### src/rtl/serial_rx_lr_pkg.sv
// Shared widths, defaults and FSM encoding for the stereo serial receiver.
// Optional sleep detector is enabled with SERIAL_RX_SLEEP_EN.
package serial_rx_lr_pkg;

  localparam int DATA_W   = 16;
  localparam int ZERO_CNT = 800;

  typedef enum logic [1:0] {
    IDLE  = 2'd0,
    SHIFT = 2'd1,
    DONE  = 2'd2
  } rx_state_t;

endpackage

### src/rtl/serial_rx_lr_if.sv
// Frame/data inputs and word/strobe outputs of the stereo receiver.
// The sleep signal exists only when SERIAL_RX_SLEEP_EN is defined.
interface serial_rx_lr_if #(
  parameter int DATA_W = serial_rx_lr_pkg::DATA_W
);

  logic              Frame;
  logic              InputL;
  logic              InputR;
  logic [DATA_W-1:0] sampleL;
  logic [DATA_W-1:0] sampleR;
  logic              sign_statusL;
  logic              sign_statusR;
  logic              sync_err;
`ifdef SERIAL_RX_SLEEP_EN
  logic              sleep;

  modport master (
    output Frame, InputL, InputR,
    input  sampleL, sampleR,
    input  sign_statusL, sign_statusR,
    input  sync_err, sleep
  );

  modport slave (
    input  Frame, InputL, InputR,
    output sampleL, sampleR,
    output sign_statusL, sign_statusR,
    output sync_err, sleep
  );
`else
  modport master (
    output Frame, InputL, InputR,
    input  sampleL, sampleR,
    input  sign_statusL, sign_statusR,
    input  sync_err
  );

  modport slave (
    input  Frame, InputL, InputR,
    output sampleL, sampleR,
    output sign_statusL, sign_statusR,
    output sync_err
  );
`endif

endinterface

### src/rtl/serial_rx_lr_shift16.sv
// Per-channel MSB-first shift register with synchronous clear.
// nxt is the word as it will be after this edge's shift.
module serial_shift16
  import serial_rx_lr_pkg::*;
#(
  parameter int W = DATA_W
) (
  input  logic         Sclk,
  input  logic         Reset_n,
  input  logic         clr,
  input  logic         en,
  input  logic         din,
  output logic [W-1:0] nxt
);

  logic [W-1:0] sh_q;

  assign nxt = {sh_q[W-2:0], din};

  always_ff @(posedge Sclk) begin
    if (!Reset_n || clr) begin
      sh_q <= '0;
    end else if (en) begin
      sh_q <= nxt;
    end
  end

endmodule

### src/rtl/serial_rx_lr.sv
// Stereo serial-input front end: frame-synced 16-bit L/R deserialiser.
// Define SERIAL_RX_SLEEP_EN to add the all-zero-frame sleep output.
module serial_rx_lr
  import serial_rx_lr_pkg::*;
#(
  parameter int ZW_MAX   = DATA_W,
  parameter int ZERO_CNT = serial_rx_lr_pkg::ZERO_CNT
) (
  input  logic          Sclk,
  input  logic          Reset_n,
  serial_rx_lr_if.slave bus
);

  localparam int CNT_W = $clog2(ZW_MAX);

  rx_state_t        state_q;
  rx_state_t        state_d;
  logic [CNT_W-1:0] cnt_q;
  logic [CNT_W-1:0] cnt_d;
  logic             sh_en;
  logic             sh_clr;
  logic             load;
  logic             err;
  logic [ZW_MAX-1:0] nxtL;
  logic [ZW_MAX-1:0] nxtR;

  serial_shift16 #(.W(ZW_MAX)) u_shL (
    .Sclk    (Sclk),
    .Reset_n (Reset_n),
    .clr     (sh_clr),
    .en      (sh_en),
    .din     (bus.InputL),
    .nxt     (nxtL)
  );

  serial_shift16 #(.W(ZW_MAX)) u_shR (
    .Sclk    (Sclk),
    .Reset_n (Reset_n),
    .clr     (sh_clr),
    .en      (sh_en),
    .din     (bus.InputR),
    .nxt     (nxtR)
  );

  always_ff @(posedge Sclk) begin
    if (!Reset_n) begin
      state_q <= IDLE;
      cnt_q   <= '0;
    end else begin
      state_q <= state_d;
      cnt_q   <= cnt_d;
    end
  end

  always_comb begin
    state_d = state_q;
    cnt_d   = cnt_q;
    sh_en   = 1'b0;
    sh_clr  = 1'b0;
    load    = 1'b0;
    err     = 1'b0;
    unique case (state_q)
      IDLE: begin
        if (bus.Frame) begin
          state_d = SHIFT;
          cnt_d   = '0;
          sh_clr  = 1'b1;
        end
      end
      SHIFT: begin
        // Frame mid-word wins even on the last bit: word is aborted
        if (bus.Frame) begin
          err    = 1'b1;
          cnt_d  = '0;
          sh_clr = 1'b1;
        end else begin
          sh_en = 1'b1;
          cnt_d = cnt_q + 1'b1;
          if (cnt_q == CNT_W'(ZW_MAX - 1)) begin
            state_d = DONE;
            load    = 1'b1;
          end
        end
      end
      DONE: begin
        if (bus.Frame) begin
          state_d = SHIFT;
          cnt_d   = '0;
          sh_clr  = 1'b1;
        end else begin
          state_d = IDLE;
        end
      end
      default: begin
        state_d = IDLE;
        cnt_d   = '0;
      end
    endcase
  end

  // Outputs register at the last-bit edge so they are live in DONE
  always_ff @(posedge Sclk) begin
    if (!Reset_n) begin
      bus.sampleL      <= '0;
      bus.sampleR      <= '0;
      bus.sign_statusL <= 1'b0;
      bus.sign_statusR <= 1'b0;
      bus.sync_err     <= 1'b0;
    end else begin
      bus.sign_statusL <= load;
      bus.sign_statusR <= load;
      bus.sync_err     <= err;
      if (load) begin
        bus.sampleL <= nxtL;
        bus.sampleR <= nxtR;
      end
    end
  end

`ifdef SERIAL_RX_SLEEP_EN
  localparam int ZC_W = $clog2(ZERO_CNT + 1);

  logic [ZC_W-1:0] zc_q;
  logic [ZC_W-1:0] zc_inc;

  assign zc_inc = (zc_q == ZC_W'(ZERO_CNT)) ? zc_q : zc_q + 1'b1;

  always_ff @(posedge Sclk) begin
    if (!Reset_n) begin
      zc_q      <= '0;
      bus.sleep <= 1'b0;
    end else if (load) begin
      if (nxtL == '0 && nxtR == '0) begin
        zc_q      <= zc_inc;
        bus.sleep <= (zc_inc == ZC_W'(ZERO_CNT));
      end else begin
        zc_q      <= '0;
        bus.sleep <= 1'b0;
      end
    end
  end
`endif

endmodule

### src/flat_wrapper.sv
// flat-port wrapper written by rule: the top's interface ports become plain ports
module serial_rx_lr_flat import serial_rx_lr_pkg::*;
#(
  parameter int ZW_MAX   = DATA_W,
  parameter int ZERO_CNT = serial_rx_lr_pkg::ZERO_CNT
)
  (Sclk, Reset_n, bus_Frame, bus_InputL, bus_InputR, bus_sampleL, bus_sampleR, bus_sign_statusL, bus_sign_statusR, bus_sync_err);
  serial_rx_lr_if #(.DATA_W((16))) bus_i ();
  input  logic Sclk;
  input  logic Reset_n;
  input wire logic [$bits(bus_i.Frame)-1:0] bus_Frame;
  input wire logic [$bits(bus_i.InputL)-1:0] bus_InputL;
  input wire logic [$bits(bus_i.InputR)-1:0] bus_InputR;
  output wire logic [$bits(bus_i.sampleL)-1:0] bus_sampleL;
  output wire logic [$bits(bus_i.sampleR)-1:0] bus_sampleR;
  output wire logic [$bits(bus_i.sign_statusL)-1:0] bus_sign_statusL;
  output wire logic [$bits(bus_i.sign_statusR)-1:0] bus_sign_statusR;
  output wire logic [$bits(bus_i.sync_err)-1:0] bus_sync_err;
  assign bus_i.Frame = bus_Frame;
  assign bus_i.InputL = bus_InputL;
  assign bus_i.InputR = bus_InputR;
  assign bus_sampleL = bus_i.sampleL;
  assign bus_sampleR = bus_i.sampleR;
  assign bus_sign_statusL = bus_i.sign_statusL;
  assign bus_sign_statusR = bus_i.sign_statusR;
  assign bus_sync_err = bus_i.sync_err;
  serial_rx_lr #(.ZW_MAX(ZW_MAX), .ZERO_CNT(ZERO_CNT)) u_core (.Sclk(Sclk), .Reset_n(Reset_n), .bus(bus_i));
endmodule
### config.mk
export PLATFORM = sky130hd
export DESIGN_NAME = serial_rx_lr_flat
export DESIGN_NICKNAME = d
export VERILOG_FILES = /design/src/rtl/serial_rx_lr_pkg.sv /design/src/rtl/serial_rx_lr_if.sv /design/src/rtl/serial_rx_lr_shift16.sv /design/src/rtl/serial_rx_lr.sv /design/src/flat_wrapper.sv
export SDC_FILE = /design/constraint.sdc
export NUM_CORES = 1
export LEC_CHECK = 0
export CELL_PAD_IN_SITES_DETAIL_PLACEMENT = 1
export CELL_PAD_IN_SITES_GLOBAL_PLACEMENT = 1
export CORE_ASPECT_RATIO = 0.8
export CORE_UTILIZATION = 43
export DETAILED_ROUTE_END_ITERATION = 8
export PLACE_DENSITY_LB_ADDON = 0.2
export SYNTH_ARGS = -nofsm -noshare
export SYNTH_HDL_FRONTEND = slang
export SYNTH_SLANG_ARGS = --single-unit
### constraint.sdc
create_clock -name Sclk -period 3 [get_ports Sclk]
set_clock_uncertainty 0.05 [all_clocks]
set_input_delay 0.45 -clock Sclk [delete_from_list [all_inputs] [get_ports Sclk]]
set_output_delay 0.45 -clock Sclk [all_outputs]
set_load 0.1 [all_outputs]
* After elaboration in Yosys (flattened, before gate mapping)
Cells that the tools add are included.
** Word-level totals
- Register bits after elaboration :: 70
- Input port bits :: 5
- Output and inout port bits :: 35
- Word-level logic and storage cells :: 38
** Operators by class
- $add $sub $neg :: 1
- Equality and inequality tests :: 7
- Mux-type cells :: 15
- Reduce and logical (&&, ||, !) cells :: 7
** Operators by type and width (number)
- $mux W1 :: 8
- $mux W4 :: 2
- $pmux W4 S2 :: 1
- $mux W2 :: 3
- $pmux W2 S3 :: 1
- $add A4 B1 Y4 const B :: 1
- $eq A4 B4 Y1 const B :: 1
- $ne A2 B1 Y1 const B :: 2
- $ne A2 B2 Y1 const B :: 2
- $reduce_and A3 Y1 :: 1
- $reduce_or A3 Y1 :: 1
- $eq A2 B1 Y1 const B :: 1
- $eq A2 B2 Y1 const B :: 1
- $logic_not A2 Y1 :: 1
- $reduce_and A2 Y1 :: 1
- $reduce_or A2 Y1 :: 1
- $logic_not A1 Y1 :: 1
- $logic_or A1 B1 Y1 :: 1

* Longest topological paths before layout
- Depth in word-level cells :: 4
- Depth in mapped cells :: 5
- Depth with buffers taken out :: 4

* By module
Synthesis repeated with hierarchy kept, for this count alone.
** Unflattened totals
- Cells, all modules :: 278
- Area total of the unflattened synthesis :: 2770.2 um^2
** By module, submodules not included
- serial_rx_lr :: times used 1, cells each 178, area an instance 1656.6 um^2, seq. area each 800.8 um^2
- serial_shift16 :: times used 2, cells each 50, area an instance 556.8 um^2, seq. area each 300.3 um^2

* Worst setup path after synthesis
Ideal clock, no wire load.
- Kind :: register to output
- Start :: register, netlist name u_core.bus.sign_statusL
- End :: output port bus_sign_statusR
- Arrival time :: 1356 ps
- Required time :: 2500 ps
- Path slack :: 1144 ps
- Cell stages (with the launch flop) :: 2
- Buffers on the path :: 1
- Path through :: dfxtp_1 -> buf_4
** RTL lines
- end, declared :: RTL line flat_wrapper.sv:17 : output wire logic [$bits(bus_i.sign_statusR)-1:0] bus_sign_statusR;

* Worst setup path in the final report
- Start :: input port bus_Frame
- End :: register u_core.bus.sampleL[13]
** On the way
- Word-level cells in the longest chain between the ends :: 2
** Ends and longest elaborated chain
- start, declared :: RTL line flat_wrapper.sv:11 : input wire logic [$bits(bus_i.Frame)-1:0] bus_Frame;
- $mux W1 :: RTL line serial_rx_lr.sv:72 : if (bus.Frame) begin
- $mux W1 :: RTL line serial_rx_lr.sv:62 : unique case (state_q)
- end signal, assigned :: RTL line serial_rx_lr.sv:114 : bus.sampleL <= nxtL;
- end, declared :: RTL line serial_rx_lr_if.sv:41 : output sampleL, sampleR,
No other way between the ends.
A chain may end at the register's enable or synchronous reset.

==> impl_results.md <==
* Run status: completed
* Fraction of the mapped netlist area in simple logic gates at 21.9%
* Highest fanout seen on the critical path at 25
* Final Cycle Share at about 66%
* Clock latency on the worst-skew pair at 330 ps
* Depth of the worst hold-timing path at 2
* Synth Area in Adders at less than 1%
* Synthesized Nets at about 310
* Final critical path time including I/O delays and setup at 1970 ps
* Initial antenna violation count at 0
* Worst slew margin at a little under 60%
* Final sum of negative setup slack at 0 ps
* IR drop worst, VDD at about 0.00024 V
* Antenna diodes at 0
* Count of pins over their slew limit at 0
* Number of synthesized register bits at 70
* Level count of the clock H-tree at 3
* Largest area contributor in the netlist: dfxtp_1
* Layout-stage area growth over the synthesis result at 19.4%
* Area of all placed cells without fillers at ~3200 um2
* Logic depth of the worst register-to-register path at 4
* Number of I/O port buffers at 39
* Standby leakage power at ~1.1 nW
* Classification of the worst setup path: in2reg
* Largest family of logic cells by synthesized area: simple AND/OR/NAND/NOR gates
* Count of TritonRoute iterations in the first routing pass at 4
* Routed length per instance at about 13 um
* Final HPWL from detailed placement at 3550 um
* Global-route wire length before repair at roughly 10000 um
* Design Power at 1.81 mW
* Most used DFF post-synth: dfxtp_1
* Number of top-level pins at 40
* Power density over cell area at roughly 570 nW/um2
* Parity-gate share of the synthesized area counting xor and xnor cells at 0%
* Hold Worst Slack at 408 ps
* Worst R2R End: u_core.bus.sampleL[13]
* Avg Cell Area, Syn at slightly below 9 um2
* Clock tree root buffer cell: clkbuf_8
* Measured slew at the worst slew-check pin at 618 ps
* GRT Total Usage at 19.1%
* Maximum number of pins on one net before global-route repair at 56
* WP data required at 3210 ps
* Clock slew seen by the registers of the worst setup and hold paths at about 70 ps
* Cts repair resizes at 0
* Most common library cell in the layout ignoring fill and taps: nand2_1
* Residual overflow from global routing at 0
* Post-Route WL at 5630 um
* Cell count after synthesis at around 310
* Initial DRC Count at 116
* Post-synthesis instance area at around 2700 um2
* Commonest non-fill, non-tap cells in the layout: nand2_1 (127), dfxtp_1 (70), buf_4 (38)
* Vias in the first global route at 2176
* Origin of the worst min-delay path: u_core.u_shL.sh_q[14]
* Setup repair after global routing missed its margin: no
* Data arrival time of the critical path at about 2200 ps
* Core Region at between 5000 and 6000 um2
* Post-synth EDFFs at 0
* Count of synthesis-stage warnings from yosys at 0
* Residual antenna-violating net count after detailed routing at 0
* Last weighted congestion value of the routability-driven placer at 0.680
* Fill cell instance count of the final layout at ~730
* Share of Yosys cell area claimed by the top area cell type at 52.3%
* Crit path launch type: input pin
* Area post-placement at around 3000 um2
* Share of cells above drive strength 1 at around 17%
* Hold bufs inserted after CTS at 0
* Endpoint class of the critical path: flip-flop
* Via-to-Cell Ratio at 4.94
* Setup violation total in the final timing report at 0
* Total clock buffers created by CTS at 9
* Mux share of post-synthesis cell area at approximately 12%
* Chip Width at between 90 and 100 um
* Clock net sink count at 70
* Floorplan die area at ~6600 um2
* Maximum clock rate at around 500 MHz
* Total number of placement rows at 25
* CTS tree: yes
* Starting Density at roughly 45%
* Synth cell types at 27
* Vert. Die Dim at around 73 um
* Total number of vias at between 2000 and 2500
* Reg2Reg Setup Slack at 1220 ps
* Sequential cell area fraction in the yosys report at a little over half
* Setup Fix Bufs, Post-CTS at 0
* Compound-Gate Fraction of Synth Area at 7.52%
* Type of the worst min-delay path: reg2reg
* Max-cap violations at 0
* Dominant cells by area after synthesis: dfxtp_1 (52%), nand2_1 (18%), mux2i_1 (12%)
* Deepest clock path buffer count at 2
* Hold endpoint: u_core.u_shL.sh_q[14]
* DRC violations left at 0
* Proportion of register bits with asynchronous set or reset after synthesis at 0%
* Final-stage net count at about 350
* Final hold violation count at 0
* RR Startpoint: u_core.state_q[0]
-- flip-flops by register name, indices dropped and copies added (netlist names) --
signal / count
u_core.bus.sampleL: 16
u_core.bus.sampleR: 16
u_core.state_q: 2
u_core.bus.sync_err: 1
u_core.bus.sign_statusL: 1
u_core.u_shR.sh_q: 15
u_core.u_shL.sh_q: 15
u_core.cnt_q: 4
-- power by group --
| group | leakage (nW) | switching [mW] | internal, mW |
|---|---|---|---|
| logic | 0.449 | 0.0446 | 0.0129 |
| registers | 0.564 | 0.00299 | 0.931 |
| clock network | 0.110 | 0.328 | 0.489 |
-- stage by stage --
| step | setup WS [ps] | utilization, % | cells |
|---|---|---|---|
| 2_1_floorplan | 1140 | - | 308 |
| 3_3_place_gp | 726 | 49.9 | 410 |
| 3_5_place_dp | 676 | 49.9 | 410 |
| 4_1_cts | 1030 | 53.5 | 426 |
| 5_1_grt | 928 | 53.5 | 426 |
| 6_report | 1030 | 53.5 | 426 |
-- layer usage --
metal	routed length, um	global-route usage, %	vias up	share of wire (%)
met2	2880	34.6	32	51
met3	200	7.29	2	3.6
met1	2520	21.0	1012	45
met4	33	5.91	0	0.59
li1	-	-	1059	-
met5	0	0	-	0
-- logic make-up (layout without fill, tap and decap cells) --
logic type / count (synthesis) / count (layout)
muxes: 33 / 33
buffers and inverters: 23 / 60
adders and majority gates: 1 / 1
AOI/OAI and AO/OA: 38 / 38
DFF: 70 / 70
and+or+nand+nor: 143 / 143
-- final cells by class --
class,instances,area [um2],share of cell area [%]
tap,81,101,3.17
timing repair buffer,43,340,10.6
clock inverter,4,70.1,2.19
clock buffer,12,145,4.54
inverter,1,3.75,0.117
sequential,70,1400,43.8
multi-input combinational,215,1140,35.5
-- critical path, cell delays in order --
cell and delay [ps]:
clkdlybuf4s50_1 500, or3b_1 480, nor2_8 280, buf_12 250
mux2i_1 210
-- Yosys cell counts (2+ instances only) --
master	count
dfxtp_1	70
clkbuf_1	15
nand3_1	2
and2_1	2
a21oi_1	33
nor2_1	3
nand2_1	127
buf_1	2
buf_12	3
nand2b_1	2
mux2i_1	33
-- how the worst max path moves through the flow --
stage,startpoint,end,cells after the start
final,bus_Frame,u_core.bus.sampleL[13],5
after global routing,bus_Frame,u_core.bus.sampleR[10],5
after CTS,bus_Frame,u_core.bus.sampleR[10],5
after detailed placement,bus_Frame,u_core.bus.sampleL[13],5
after global placement,bus_Frame,u_core.bus.sampleR[2],5
after floorplan,u_core.bus.sign_statusL,bus_sign_statusR,1
Power figures use the tool's default switching activity.
